==> src/rtl/axi_lite_pkg.sv <==
// Shared AXI4-Lite definitions: response codes, channel FSM states and a
// constant-foldable ceil(log2) helper.
package axi_lite_pkg;

    localparam logic [1:0] AXI_RESP_OKAY   = 2'b00;
    localparam logic [1:0] AXI_RESP_SLVERR = 2'b10;
    localparam logic [1:0] AXI_RESP_DECERR = 2'b11;

    typedef enum logic {
        W_IDLE,
        W_RESP
    } wr_state_t;

    typedef enum logic {
        R_IDLE,
        R_DATA
    } rd_state_t;

    function automatic int unsigned clog2(input int unsigned value);
        int unsigned r;
        r = 0;
        while ((64'd1 << r) < 64'(value)) begin
            r++;
        end
        return r;
    endfunction

endpackage

==> src/rtl/axi_lite_addr_decode.sv <==
// Byte address to register index, plus out-of-range (DECERR) and
// read-only (SLVERR on write) flags derived from RO_MASK.
module axi_lite_addr_decode
    import axi_lite_pkg::*;
#(
    parameter int unsigned         ADDR_WIDTH = 32,
    parameter int unsigned         DATA_WIDTH = 32,
    parameter int unsigned         NUM_REGS   = 16,
    parameter logic [NUM_REGS-1:0] RO_MASK    = '0
) (
    input  logic [ADDR_WIDTH-1:0]      i_addr,
    output logic [clog2(NUM_REGS)-1:0] o_index,
    output logic                       o_decerr,
    output logic                       o_slverr
);

    localparam int unsigned ADDR_LSB = clog2(DATA_WIDTH / 8);
    localparam int unsigned IDX_W    = clog2(NUM_REGS);

    logic [ADDR_WIDTH-1:0] w_word;

    // Byte-offset bits are dropped; anything left above the index field is out of range.
    assign w_word   = i_addr >> ADDR_LSB;
    assign o_index  = w_word[IDX_W-1:0];
    assign o_decerr = |(w_word >> IDX_W);
    assign o_slverr = !o_decerr && RO_MASK[o_index];

endmodule

==> src/rtl/axi_lite_regfile.sv <==
// Parametrised AXI4-Lite register file with byte strobes, read-only status
// registers fed from reg_in, and SLVERR/DECERR responses.
module axi_lite_regfile
    import axi_lite_pkg::*;
#(
    parameter int unsigned           ADDR_WIDTH  = 32,
    parameter int unsigned           DATA_WIDTH  = 32,
    parameter int unsigned           NUM_REGS    = 16,
    parameter logic [NUM_REGS-1:0]   RO_MASK     = '0,
    parameter logic [DATA_WIDTH-1:0] RESET_VALUE = '0
) (
    input  logic                           axi_lite_aclk,
    input  logic                           axi_lite_aresetn,
    input  logic [ADDR_WIDTH-1:0]          axi_lite_araddr,
    input  logic                           axi_lite_arvalid,
    output logic                           axi_lite_arready,
    output logic [DATA_WIDTH-1:0]          axi_lite_rdata,
    output logic [1:0]                     axi_lite_rresp,
    output logic                           axi_lite_rvalid,
    input  logic                           axi_lite_rready,
    input  logic [ADDR_WIDTH-1:0]          axi_lite_awaddr,
    input  logic                           axi_lite_awvalid,
    output logic                           axi_lite_awready,
    input  logic [DATA_WIDTH-1:0]          axi_lite_wdata,
    input  logic [DATA_WIDTH/8-1:0]        axi_lite_wstrb,
    input  logic                           axi_lite_wvalid,
    output logic                           axi_lite_wready,
    output logic [1:0]                     axi_lite_bresp,
    output logic                           axi_lite_bvalid,
    input  logic                           axi_lite_bready,
    output logic [NUM_REGS*DATA_WIDTH-1:0] reg_out,
    input  logic [NUM_REGS*DATA_WIDTH-1:0] reg_in,
    output logic [NUM_REGS-1:0]            reg_wr_pulse
);

    localparam int unsigned STRB_W = DATA_WIDTH / 8;
    localparam int unsigned IDX_W  = clog2(NUM_REGS);

    wr_state_t             r_wstate, w_wstate_nxt;
    rd_state_t             r_rstate, w_rstate_nxt;
    logic                  r_rst_done;
    logic                  r_aw_held, r_w_held;
    logic [ADDR_WIDTH-1:0] r_awaddr;
    logic [DATA_WIDTH-1:0] r_wdata;
    logic [STRB_W-1:0]     r_wstrb;
    logic [1:0]            r_bresp, r_rresp;
    logic [DATA_WIDTH-1:0] r_rdata;
    logic [NUM_REGS-1:0]   r_wr_pulse;
    logic [DATA_WIDTH-1:0] r_regs [NUM_REGS];

    logic                  w_aw_hs, w_w_hs, w_ar_hs, w_commit;
    logic [ADDR_WIDTH-1:0] w_wr_addr;
    logic [DATA_WIDTH-1:0] w_wr_data;
    logic [STRB_W-1:0]     w_wr_strb;
    logic [IDX_W-1:0]      w_wr_idx, w_rd_idx;
    logic                  w_wr_decerr, w_wr_slverr, w_rd_decerr, w_rd_ro;

    // A beat arriving on the commit edge is used directly rather than via its holding register.
    assign w_wr_addr = r_aw_held ? r_awaddr : axi_lite_awaddr;
    assign w_wr_data = r_w_held  ? r_wdata  : axi_lite_wdata;
    assign w_wr_strb = r_w_held  ? r_wstrb  : axi_lite_wstrb;

    assign w_aw_hs = axi_lite_awvalid && axi_lite_awready;
    assign w_w_hs  = axi_lite_wvalid  && axi_lite_wready;
    assign w_ar_hs = axi_lite_arvalid && axi_lite_arready;

    axi_lite_addr_decode #(
        .ADDR_WIDTH (ADDR_WIDTH),
        .DATA_WIDTH (DATA_WIDTH),
        .NUM_REGS   (NUM_REGS),
        .RO_MASK    (RO_MASK)
    ) u_wr_decode (
        .i_addr   (w_wr_addr),
        .o_index  (w_wr_idx),
        .o_decerr (w_wr_decerr),
        .o_slverr (w_wr_slverr)
    );

    axi_lite_addr_decode #(
        .ADDR_WIDTH (ADDR_WIDTH),
        .DATA_WIDTH (DATA_WIDTH),
        .NUM_REGS   (NUM_REGS),
        .RO_MASK    (RO_MASK)
    ) u_rd_decode (
        .i_addr   (axi_lite_araddr),
        .o_index  (w_rd_idx),
        .o_decerr (w_rd_decerr),
        .o_slverr (w_rd_ro)
    );

    always_ff @(posedge axi_lite_aclk or negedge axi_lite_aresetn) begin
        if (!axi_lite_aresetn) begin
            r_wstate   <= W_IDLE;
            r_rstate   <= R_IDLE;
            r_rst_done <= 1'b0;
        end else begin
            r_wstate   <= w_wstate_nxt;
            r_rstate   <= w_rstate_nxt;
            r_rst_done <= 1'b1;
        end
    end

    always_comb begin
        axi_lite_awready = 1'b0;
        axi_lite_wready  = 1'b0;
        axi_lite_bvalid  = 1'b0;
        w_commit         = 1'b0;
        w_wstate_nxt     = r_wstate;
        unique case (r_wstate)
            W_IDLE: begin
                axi_lite_awready = r_rst_done && !r_aw_held;
                axi_lite_wready  = r_rst_done && !r_w_held;
                w_commit = (r_aw_held || (axi_lite_awvalid && axi_lite_awready)) &&
                           (r_w_held  || (axi_lite_wvalid  && axi_lite_wready));
                if (w_commit) w_wstate_nxt = W_RESP;
            end
            W_RESP: begin
                axi_lite_bvalid = 1'b1;
                if (axi_lite_bready) w_wstate_nxt = W_IDLE;
            end
            default: w_wstate_nxt = W_IDLE;
        endcase
    end

    always_comb begin
        axi_lite_arready = 1'b0;
        axi_lite_rvalid  = 1'b0;
        w_rstate_nxt     = r_rstate;
        unique case (r_rstate)
            R_IDLE: begin
                axi_lite_arready = r_rst_done;
                if (axi_lite_arvalid && axi_lite_arready) w_rstate_nxt = R_DATA;
            end
            R_DATA: begin
                axi_lite_rvalid = 1'b1;
                if (axi_lite_rready) w_rstate_nxt = R_IDLE;
            end
            default: w_rstate_nxt = R_IDLE;
        endcase
    end

    always_ff @(posedge axi_lite_aclk or negedge axi_lite_aresetn) begin
        if (!axi_lite_aresetn) begin
            r_aw_held  <= 1'b0;
            r_w_held   <= 1'b0;
            r_awaddr   <= '0;
            r_wdata    <= '0;
            r_wstrb    <= '0;
            r_bresp    <= AXI_RESP_OKAY;
            r_wr_pulse <= '0;
            for (int unsigned i = 0; i < NUM_REGS; i++) begin
                r_regs[i] <= RESET_VALUE;
            end
        end else begin
            r_wr_pulse <= '0;
            if (w_commit) begin
                r_aw_held <= 1'b0;
                r_w_held  <= 1'b0;
                if (w_wr_decerr) begin
                    r_bresp <= AXI_RESP_DECERR;
                end else if (w_wr_slverr) begin
                    r_bresp <= AXI_RESP_SLVERR;
                end else begin
                    r_bresp <= AXI_RESP_OKAY;
                    for (int unsigned b = 0; b < STRB_W; b++) begin
                        if (w_wr_strb[b]) r_regs[w_wr_idx][b*8 +: 8] <= w_wr_data[b*8 +: 8];
                    end
                    r_wr_pulse[w_wr_idx] <= |w_wr_strb;
                end
            end else begin
                if (w_aw_hs) begin
                    r_aw_held <= 1'b1;
                    r_awaddr  <= axi_lite_awaddr;
                end
                if (w_w_hs) begin
                    r_w_held <= 1'b1;
                    r_wdata  <= axi_lite_wdata;
                    r_wstrb  <= axi_lite_wstrb;
                end
            end
        end
    end

    // Sampling r_regs here gives a same-edge write's old value to the read.
    always_ff @(posedge axi_lite_aclk or negedge axi_lite_aresetn) begin
        if (!axi_lite_aresetn) begin
            r_rdata <= '0;
            r_rresp <= AXI_RESP_OKAY;
        end else if (w_ar_hs) begin
            if (w_rd_decerr) begin
                r_rdata <= '0;
                r_rresp <= AXI_RESP_DECERR;
            end else begin
                r_rresp <= AXI_RESP_OKAY;
                r_rdata <= w_rd_ro ? reg_in[w_rd_idx*DATA_WIDTH +: DATA_WIDTH] : r_regs[w_rd_idx];
            end
        end
    end

    assign axi_lite_bresp = r_bresp;
    assign axi_lite_rdata = r_rdata;
    assign axi_lite_rresp = r_rresp;
    assign reg_wr_pulse   = r_wr_pulse;

    for (genvar g = 0; g < NUM_REGS; g++) begin : g_reg_out
        assign reg_out[g*DATA_WIDTH +: DATA_WIDTH] = RO_MASK[g] ? '0 : r_regs[g];
    end

endmodule

==> config.mk <==
export PLATFORM = sky130hd
export DESIGN_NAME = axi_lite_regfile
export DESIGN_NICKNAME = d
export VERILOG_FILES = /design/src/rtl/axi_lite_pkg.sv /design/src/rtl/axi_lite_addr_decode.sv /design/src/rtl/axi_lite_regfile.sv
export SDC_FILE = /design/constraint.sdc
export NUM_CORES = 1
export LEC_CHECK = 0
export CAP_MARGIN = 20
export CORE_AREA = 5 5 455 457
export DETAILED_ROUTE_END_ITERATION = 8
export DIE_AREA = 0 0 460 462
export PLACE_DENSITY_LB_ADDON = 0.05
export RECOVER_POWER = 50
export SYNTH_ARGS = -nofsm -noshare
export SYNTH_HDL_FRONTEND = slang
export SYNTH_SLANG_ARGS = --single-unit
==> constraint.sdc <==
create_clock -name axi_lite_aclk -period 2.5 [get_ports axi_lite_aclk]
set_input_delay 0.375 -clock axi_lite_aclk [delete_from_list [all_inputs] [get_ports axi_lite_aclk]]
set_output_delay 0.375 -clock axi_lite_aclk [all_outputs]
set_load 0.01 [all_outputs]
==> impl_results.md <==
* Outcome: finished with violations
* Violated checks: capacitance limit, slew limit, setup timing
* Yosys warning total at 0
* P_leak at 20.7 nW
* Cells after Synth at 1805
* Fin area at 46400 um^2
* Unique cell type count in the Yosys netlist at 44
* Routability cong. at 0.775
* Die Y at 462 um
* FF/Latch Area at 15800 um^2
* DR vias at 21000
* Area of placed instances at 41800 um^2
* Hpwl dp at 128000 um
* CTS sink cnt at 633
* Number of global-route vias before repair at 23200
* CTS tree: yes
* Tightest Pin Transition at 1.54 ns
* Placed cell count at 5273
* Crit end category: flop
* Layout area overhead at 57.9%
* Synth Flop Type: dfrtp_1
* Die width at 460 um
* Delay of the slowest cell on the worst path at 0.65 ns
* Worst vdd ir at 448 uV
* I/O pins at 1188
* Clk_lat worst skew at 0.70 ns
* Hold/Removal Path Class: input port to flop
* Grt total ovfl at 0
* Syn nets at 2424
* Post-synthesis register bit count at 633
* GRT Util Overall at 15.7%
* CP most frequent cell: buf_12
* Fin nets at 3336
* Mean Syn Cell Area at 16.3 um^2
* Async set-reset flop share out of synthesis at 100%
* CTS max path bufs at 3
* Setup TNS at -241.90 ns
* 1st-pass router iterations at 4
* Antenna violations before repair at 9
* Max-cap violations at 1
* CP delay by family, top: buffers and inverters
* # fillers at 21300
* Vias/cell at 3.84
* Setup Skew at 0.0306 ns
* Hold Violations, Final at 0
* Clock Tree Root: clkbuf_16
* Crit-path cells: buf_6, and4bb_2, o2111ai_4, a222oi_1, buf_4, buf_12, buf_16, nand3_4, buf_12, mux2_4
* Port bufs at 671
* Cell Area, Synth at 29400 um^2
* CP max FO at 7
* Data arrival, critical path at 3.59 ns
* Routed WL per cell at 31.3 um
* DRC viols at 0
* Slew HR at -2.49%
* Final setup fails at 530
* Fmax at 330 MHz
* Startpoint Class: flop
* Initial DRC Count at 938
* Setup CP Type: flop to flop
* Die ar. at 213000 um^2
* EDFF count, synth at 0
* DRT antenna net count at 0
* Worst-path clk slew at 0.05 ns
* Final Max Slew Viols at 17
* Slack of the critical path at -0.526 ns
* First-pass GRT wire length at 227000 um
* H-tree depth at 3
* Non-Filler Instances at 5474
* Post-synthesis sequential area ratio at 53.9%
* Buffers & Inverters on Critical Path at 5
* Initial Utilization at 14.5%
* RSZ-0062 raised after global routing: true
* Fin util at 22.9%
* Period utilisation layout at 121%
* Num CTS Buffers at 88
* Minimum clock period at 3.03 ns
* Pwr Density at 643 nW/um^2
* Worst Path Required at 3.07 ns
* Slowest cell on crit path: a222oi_1
* Rows at 166
* Area of the multi-input gates at 14100 um^2
* Largest net degree at the start of global routing at 88
* Core area at 203000 um^2
* WL final at 172000 um
* Share of layout cells above drive strength 1 at 44.8%
==> metrics by stage <==
| step | setup slack, ns | hold WS, ns | power (W) |
|---|---|---|---|
| floorplan | 0.303 | 0.0794 | 0.0138 |
| global placement | -1.36 | 0.255 | 0.0172 |
| detailed placement | -1.24 | 0.250 | 0.0173 |
| CTS | -0.603 | 0.0660 | 0.0307 |
| global route | -0.653 | 0.224 | 0.0314 |
| finish | -0.526 | 0.276 | 0.0299 |
==> placed cells by master (no fill, tap or decap), types with 4 or more instances in the layout <==
master and n:
a21oi_1 4, a22o_1 32, a22oi_1 65, buf_12 108, buf_4 124, buf_6 20, buf_8 4, bufinv_16 4
clkbuf_1 29, clkbuf_16 90, clkbuf_2 4, clkbuf_8 25, clkdlybuf4s50_1 657, clkinv_2 6, dfrtp_1 631, dlymetal6s2s_1 6
inv_1 6, mux2_1 20, mux2_2 247, mux2_4 345, mux4_2 128, nand2_1 40, nand3_2 4, nand3_4 63
nor2_1 10, nor2_2 16, nor3_1 4, nor3_2 7, nor3_4 10, nor4_1 9, nor4_2 5, o21ai_0 5
==> layer usage <==
| metal | global-route usage, % | share of wire (%) |
|---|---|---|
| met3 | 5.14 | 7.5 |
| met2 | 25.1 | 46 |
| met5 | 0 | 0.016 |
| met4 | 3.53 | 1.9 |
| met1 | 20.6 | 45 |
==> area by class of cell <==
| class | instances | area share (%) |
|---|---|---|
| clock inverters | 18 | 0.525 |
| repair buffers | 935 | 21.9 |
| diodes | 3 | 0.0162 |
| clock buffers | 138 | 5.73 |
| multi-input cells | 1053 | 30.4 |
| well taps | 2688 | 7.24 |
| flip-flops and latches | 633 | 34.1 |
| inverters | 6 | 0.0485 |
==> synth_stat cells (2+ instances only) <==
master / n / area [um^2]
buf_4: 5 / 37.5
buf_12: 6 / 120
nand2_1: 42 / 158
o21ai_0: 5 / 25.0
or4_1: 2 / 15.0
buf_1: 5 / 18.8
nor4_1: 14 / 87.6
nand3_2: 4 / 40.0
nor3_1: 21 / 105
a32oi_2: 2 / 32.5
inv_1: 6 / 22.5
mux4_2: 128 / 2880
dfrtp_1: 633 / 15800
nor4_2: 2 / 25.0
nand3_1: 6 / 30.0
o2111ai_1: 2 / 17.5
a22oi_1: 66 / 495
nor2_2: 15 / 93.8
mux2_1: 234 / 2640
mux2_4: 128 / 1920
buf_2: 26 / 130
a22o_1: 32 / 280
nand3_4: 60 / 1050
a21oi_1: 4 / 20.0
a31oi_1: 2 / 12.5
nor2_1: 13 / 48.8
mux2_2: 250 / 2820
nor2b_1: 7 / 43.8
clkbuf_1: 70 / 263
==> power by group <==
part	switching (W)	internal (W)
clock network	0.00518	0.00769
logic	0.00368	0.00214
registers	0.000364	0.0108
total	0.00922	0.0207
==> cell families after synthesis <==
group | after synthesis | share of synthesized area, %
AO/OA/AOI/OAI | 119 | 3.21
other | 1 | 0.0128
multiplexers | 740 | 34.9
AND/OR/NAND/NOR | 193 | 5.99
flip-flops | 633 | 53.9
buffers and inverters | 119 | 2.05
==> repair_timing <==
| item | in CTS | in global routing |
|---|---|---|
| resized for setup | 187 | 115 |
| hold buffers | 1 | 0 |
| cloned | 1 | 2 |
| setup endpoints to repair | 520 | 535 |
| endpoints found under the hold margin | 347 | 0 |
| buffers inserted | 32 | 6 |
| pin swaps | 17 | 21 |
==> final timing paths <==
| check | from | endpoint | slack [ns] | depth (start not counted) |
|---|---|---|---|---|
| worst max-delay path | r_aw_held | reg_out[204] | -0.53 | 10 |
| worst min-delay path | axi_lite_rready | r_rstate | 0.28 | 2 |
| worst max register to register | r_aw_held | reg_out[204] | -0.53 | 10 |
| worst min register to register | r_wdata[8] | r_wdata[8] | 0.50 | 1 |
| max in group asynchronous | axi_lite_aresetn | reg_out[56] | 0 | 4 |
| min in group asynchronous | axi_lite_aresetn | r_wdata[26] | 0.64 | 2 |
==> flip-flops by register name, indices dropped and copies added, names as in the netlist <==
register / count
axi_lite_rresp: 1
r_aw_held: 1
r_wstate: 1
reg_out: 512
axi_lite_bresp: 1
r_w_held: 1
r_wstrb: 4
r_wdata: 32
axi_lite_rdata: 32
r_rst_done: 1
reg_wr_pulse: 16
r_rstate: 1
r_awaddr: 30
No activity file was read; power rests on OpenSTA's default activity.
